<file path="src/rtl/sr_drv_pkg.sv">
// Shared types and constants for the SR latch command sequencer.
package sr_drv_pkg;

    typedef enum logic [2:0] {
        ST_IDLE    = 3'd0,
        ST_SETUP   = 3'd1,
        ST_PULSE   = 3'd2,
        ST_RELEASE = 3'd3,
        ST_SETTLE  = 3'd4,
        ST_CHECK   = 3'd5
    } state_t;

    localparam logic [1:0] CMD_NOP = 2'b00;
    localparam logic [1:0] CMD_SET = 2'b01;
    localparam logic [1:0] CMD_RST = 2'b10;
    localparam logic [1:0] CMD_ILL = 2'b11;

    localparam int ERR_CNT_W = 8;

    // Increment that sticks at all-ones instead of wrapping.
    function automatic logic [ERR_CNT_W-1:0] sat_inc(input logic [ERR_CNT_W-1:0] v);
        return (v == '1) ? v : v + 1'b1;
    endfunction

endpackage

</file>
<file path="src/rtl/sr_drv_timer.sv">
// Loadable down-counter used to time the PULSE and SETTLE phases.
module sr_drv_timer #(
    parameter int WIDTH = 2
) (
    input  logic             clk,
    input  logic             rst,
    input  logic             load,
    input  logic             en,
    input  logic [WIDTH-1:0] load_val,
    output logic             expire
);

    logic [WIDTH-1:0] count;

    // Load on phase entry, then count down while the phase is active.
    always_ff @(posedge clk or posedge rst) begin
        if (rst) begin
            count <= '0;
        end else if (load) begin
            count <= load_val;
        end else if (en && (count != '0)) begin
            count <= count - 1'b1;
        end
    end

    assign expire = (count == WIDTH'(1));

endmodule

</file>
<file path="src/rtl/sr_latch_driver.sv">
// Sequencer turning one-cycle set/reset/nop commands into a safe S/R/EN
// waveform for a gated SR latch, with readback checking of Q/Qbar.
module sr_latch_driver
    import sr_drv_pkg::*;
#(
    parameter int PULSE_CYCLES  = 2,
    parameter int SETTLE_CYCLES = 1
) (
    input  logic                 clk,
    input  logic                 rst,
    input  logic                 cmd_valid,
    input  logic [1:0]           cmd,
    output logic                 cmd_ready,
    output logic                 S,
    output logic                 R,
    output logic                 EN,
    input  logic                 Q,
    input  logic                 Qbar,
    output logic                 done,
    output logic                 rejected,
    output logic                 mismatch,
    output logic [ERR_CNT_W-1:0] err_cnt,
    output logic                 exp_q
);

    localparam int MAX_CYC = (PULSE_CYCLES > SETTLE_CYCLES) ? PULSE_CYCLES : SETTLE_CYCLES;
    localparam int TW      = $clog2(MAX_CYC + 1);

    state_t        state;
    state_t        next_state;
    logic          op_set;
    logic          next_op_set;
    logic          accept;
    logic          accept_op;
    logic          drive_next;
    logic          readback_fail;
    logic          timer_load;
    logic          timer_en;
    logic [TW-1:0] timer_val;
    logic          timer_expire;

    assign cmd_ready = (state == ST_IDLE);
    assign accept    = cmd_valid && cmd_ready;
    assign accept_op = accept && ((cmd == CMD_SET) || (cmd == CMD_RST));
    assign timer_en  = (state == ST_PULSE) || (state == ST_SETTLE);

    sr_drv_timer #(
        .WIDTH(TW)
    ) u_timer (
        .clk     (clk),
        .rst     (rst),
        .load    (timer_load),
        .en      (timer_en),
        .load_val(timer_val),
        .expire  (timer_expire)
    );

    // Next-state logic; the timer is loaded on the edge entering PULSE or SETTLE.
    always_comb begin
        next_state = state;
        timer_load = 1'b0;
        timer_val  = '0;
        case (state)
            ST_IDLE: begin
                if (accept_op) begin
                    next_state = ST_SETUP;
                end
            end
            ST_SETUP: begin
                next_state = ST_PULSE;
                timer_load = 1'b1;
                timer_val  = TW'(PULSE_CYCLES);
            end
            ST_PULSE: begin
                if (timer_expire) begin
                    next_state = ST_RELEASE;
                end
            end
            ST_RELEASE: begin
                if (SETTLE_CYCLES == 0) begin
                    next_state = ST_CHECK;
                end else begin
                    next_state = ST_SETTLE;
                    timer_load = 1'b1;
                    timer_val  = TW'(SETTLE_CYCLES);
                end
            end
            ST_SETTLE: begin
                if (timer_expire) begin
                    next_state = ST_CHECK;
                end
            end
            ST_CHECK: begin
                next_state = ST_IDLE;
            end
            default: begin
                next_state = ST_IDLE;
            end
        endcase
    end

    // Operation polarity for the coming cycle and the readback verdict.
    // Q/Qbar are judged on the edge entering CHECK so that mismatch can be
    // registered and still line up with done; the latch has been closed since
    // RELEASE, so its outputs are stable by then.
    always_comb begin
        next_op_set = op_set;
        if (accept_op) begin
            next_op_set = (cmd == CMD_SET);
        end
        drive_next    = (next_state == ST_SETUP) || (next_state == ST_PULSE) ||
                        (next_state == ST_RELEASE);
        readback_fail = (Q != exp_q) || (Q == Qbar);
    end

    // State register plus the captured operation and expected latch value.
    always_ff @(posedge clk or posedge rst) begin
        if (rst) begin
            state  <= ST_IDLE;
            op_set <= 1'b0;
            exp_q  <= 1'b0;
        end else begin
            state  <= next_state;
            op_set <= next_op_set;
            if (accept_op) begin
                exp_q <= (cmd == CMD_SET);
            end
        end
    end

    // Registered latch drive and status pulses decoded from the next state;
    // S and R are mutually exclusive because both derive from one polarity bit.
    always_ff @(posedge clk or posedge rst) begin
        if (rst) begin
            S        <= 1'b0;
            R        <= 1'b0;
            EN       <= 1'b0;
            done     <= 1'b0;
            rejected <= 1'b0;
            mismatch <= 1'b0;
        end else begin
            S        <= drive_next && next_op_set;
            R        <= drive_next && !next_op_set;
            EN       <= (next_state == ST_PULSE);
            done     <= (next_state == ST_CHECK) || (accept && (cmd == CMD_NOP));
            rejected <= accept && (cmd == CMD_ILL);
            mismatch <= (next_state == ST_CHECK) && readback_fail;
        end
    end

    // Saturating error counter, bumped as the failing CHECK cycle ends.
    always_ff @(posedge clk or posedge rst) begin
        if (rst) begin
            err_cnt <= '0;
        end else if ((state == ST_CHECK) && mismatch) begin
            err_cnt <= sat_inc(err_cnt);
        end
    end

endmodule

</file>
<file path="config.mk">
export PLATFORM = sky130hd
export DESIGN_NAME = sr_latch_driver
export DESIGN_NICKNAME = d
export VERILOG_FILES = /design/src/rtl/sr_drv_pkg.sv /design/src/rtl/sr_drv_timer.sv /design/src/rtl/sr_latch_driver.sv
export SDC_FILE = /design/constraint.sdc
export NUM_CORES = 1
export LEC_CHECK = 0
export CORE_MARGIN = 2
export CORE_UTILIZATION = 54
export CTS_BUF_LIST = sky130_fd_sc_hd__clkbuf_8 sky130_fd_sc_hd__clkbuf_16
export DETAILED_ROUTE_END_ITERATION = 12
export PLACE_DENSITY_LB_ADDON = 0.1
export SLEW_MARGIN = 20
export SYNTH_ARGS = -nofsm -noshare
export SYNTH_HDL_FRONTEND = slang
export SYNTH_SLANG_ARGS = --single-unit
</file>
<file path="constraint.sdc">
create_clock -name clk -period 2.69 [get_ports clk]
set_input_delay 0.269 -clock clk [delete_from_list [all_inputs] [get_ports clk]]
set_output_delay 0.269 -clock clk [all_outputs]
set_load 0.1 [all_outputs]
</file>
==> impl_metrics.yaml <==
sta:
  max_freq_ghz: 0.589
  period_share_pct: 63.1
  finalSetupViolCount: 0
  clock_skew_ns: 0.00274
  grt_setup_unrepaired: "no"
  min_period_ns: 1.70
  worst_pin_slew_ns: 0.790
  fin_tns_setup_ns: 0
  slew_violations: 0
  hold_viol_final: 0
  slew-limit-headroom_pct: 47.3
global_routing:
  grt_max_degree: 22
  overflow: 0
  antenna_found_initial: 0
  grt_pass1_vias: 853
  grt_pass1_wl_mm: 3.82
  grt_use_total_pct: 20.1
logic_synthesis:
  synth_top_cell_area_share_pct: 46.0
  synth_edf_count: 0
  syn_area_um2: 1140
  netlist_top_cells_area: "dfrtp_1, ha_1, xnor2_1"
  synth_top_cell_by_area: "dfrtp_1"
  ys_seq_elements: 21
  syn_nets: 123
  syn_avg_cell_area_um2: 10.4
  synthArstFlopShare_pct: 100
  yosysWarnings: 0
  synth_top_flop_cell: "dfrtp_1"
  yosys.cell_types.count: 37
  syn_inst: 110
  ys_seq_area_share_pct: 46.0
final_layout:
  largest_reg_flops: 8
  synthToLayoutAreaGrowth_pct: 21.1
  nets: 146
  drive_gt1_share_pct: 19.7
  top_regs: "err_cnt (8), state (3), u_timer.count (2)"
  diodes: 0
  top_register: "err_cnt"
  stdcell_count: 159
  nFillCells: 153
clock_network:
  clockRootBuffer: "clkbuf_8"
  cts-resized-gates: 0
  numCtsBuffers: 3
  postCtsSetupBuffers: 0
  clock_latency_ns: 0.26
  clkTransAtPathRegs_ns: 0.08
  cts_sinks: 21
  clockBufferDepth: 2
  cts_max_level: 1
  cts_tree: "built"
  cts_hold_buf: 0
critical_path:
  max_stage_delay_ns: 0.66
  critPathLaunchType: "register"
  crit_fanout: 17
  crit_type: "reg2reg"
  cp_slowest_cell: "dfrtp_1"
  worstPathCellList: "and4b_1 > nand4_1 > mux2_1"
  cp_num_buf_inv: 0
  crit_required_ns: 2.84
  end_kind: "register"
  cp.arrival_ns: 1.84
  crit_family: "flip-flops"
power_and_ir_drop:
  cellPowerDensity_nw_per_um2: 1040
  vdd.ir_drop.worst_mv: 0.784
  finalPower_mw: 1.44
  leakagePower_nw: 0.663
routing:
  wl_per_cell_um: 13.5
  drc: 0
  vias_per_cell: 5.55
  routed-via-count: 883
  firstDrtPassIters: 5
  ant_nets: 0
  drt_wl_total_mm: 2.14
  drtIter0Drc: 20
run:
  cap_violations: 0
floorplan:
  core-area_um2: 1980
  row_count: 16
  die_y_um: 50.0
  die_area_um2: 2500
  fp.dieW_um: 50.0
  ios: 23
  start_util_pct: 57.7
placed_design:
  dp.cells: 155
  numPortBuffers: 22
  post-dp-hpwl_mm: 1.54
  gp_congestion: 0.754
hold_path:
  holdCritPathClass: "in2async"
status:
  outcome: "finished clean"
placed cells by master, fill, tap and decap left out, types with 4 or more instances in the layout:
cell	count
nand3_1	4
nand2_1	7
a21oi_1	6
inv_1	7
ha_1	6
nand2b_1	5
clkdlybuf4s50_1	6
buf_4	16
o21ai_0	5
dfrtp_1	21
xnor2_1	4
metrics by stage:
stage               area, um2  hold WS [ns]  setup WS, ns  util, %
detailed placement       1340         0.525          1.01     67.6
CTS                      1390         0.496          1.00     69.9
global placement         1340         0.503          1.07     67.6
floorplan                1150         0.246         0.563        -
finish                   1390         0.451         0.994     69.9
global route             1390         0.569         0.828     69.9
synth_stat cells (all sizes together), types with 2 or more instances:
cell	n
a21bo	2
a21boi	2
a21oi	6
and2	3
and3	3
and4b	2
buf	4
dfrtp	21
ha	6
inv	6
mux2	4
nand2	7
nand2b	5
nand3	4
nand4	3
nor2	3
nor2b	2
nor3b	2
o211ai	2
o21ai	6
xnor2	4
report_power, final:
| part | internal, mW | leakage, nW | switching [mW] |
|---|---|---|---|
| clock network | 0.102 | 0.0269 | 0.102 |
| logic | 0.230 | 0.360 | 0.505 |
| registers | 0.391 | 0.276 | 0.106 |
| total | 0.723 | 0.663 | 0.713 |
cell families after synthesis:
group	count (synthesis)	share of synthesized area [%]
AO/OA/AOI/OAI	26	15.6
XOR/XNOR	4	3.06
adder cells (fa/ha/maj)	6	6.56
buffers and inverters	10	3.94
flip-flops	21	46.0
multiplexers	4	3.94
AND/OR/NAND/NOR	39	20.9
worst reg2reg max path, cell delays in order, from the launching register on:
cell and delay (ns):
dfrtp_1 0.66, and4b_1 0.45, nand4_1 0.15, mux2_1 0.33
metal layers:
| layer | up-vias | track usage [%] | share of wire (%) |
|---|---|---|---|
| met5 | - | 0 | 0 |
| met4 | 0 | 8.33 | 1.8 |
| met3 | 5 | 2.73 | 3.3 |
| met2 | 18 | 34.2 | 48 |
| met1 | 422 | 25.2 | 46 |
| li1 | 438 | - | - |
worst paths after layout:
check                             endpoint  cells after the start  slack (ns)  startpoint
max in group asynchronous       err_cnt[0]                      2        1.75         rst
min in group clk                err_cnt[0]                      1        0.54  err_cnt[0]
worst max register to register  err_cnt[7]                      3        0.99    state[2]
worst min-delay path                     S                      2        0.45         rst
worst min register to register  err_cnt[0]                      1        0.54  err_cnt[0]
worst max-delay path            err_cnt[7]                      3        0.99    state[2]
cell type report:
type	count	area (um2)	share of cell area, %
Clock inverter	1	3.75	0.271
Timing Repair Buffer	22	180	13.0
Multi-Input combinational cell	79	578	41.7
Clock buffer	3	41.3	2.98
Tap cell	27	33.8	2.44
Inverter	6	22.5	1.63
Sequential cell	21	526	37.9
Note: power is estimated with default switching activity, not from simulation.
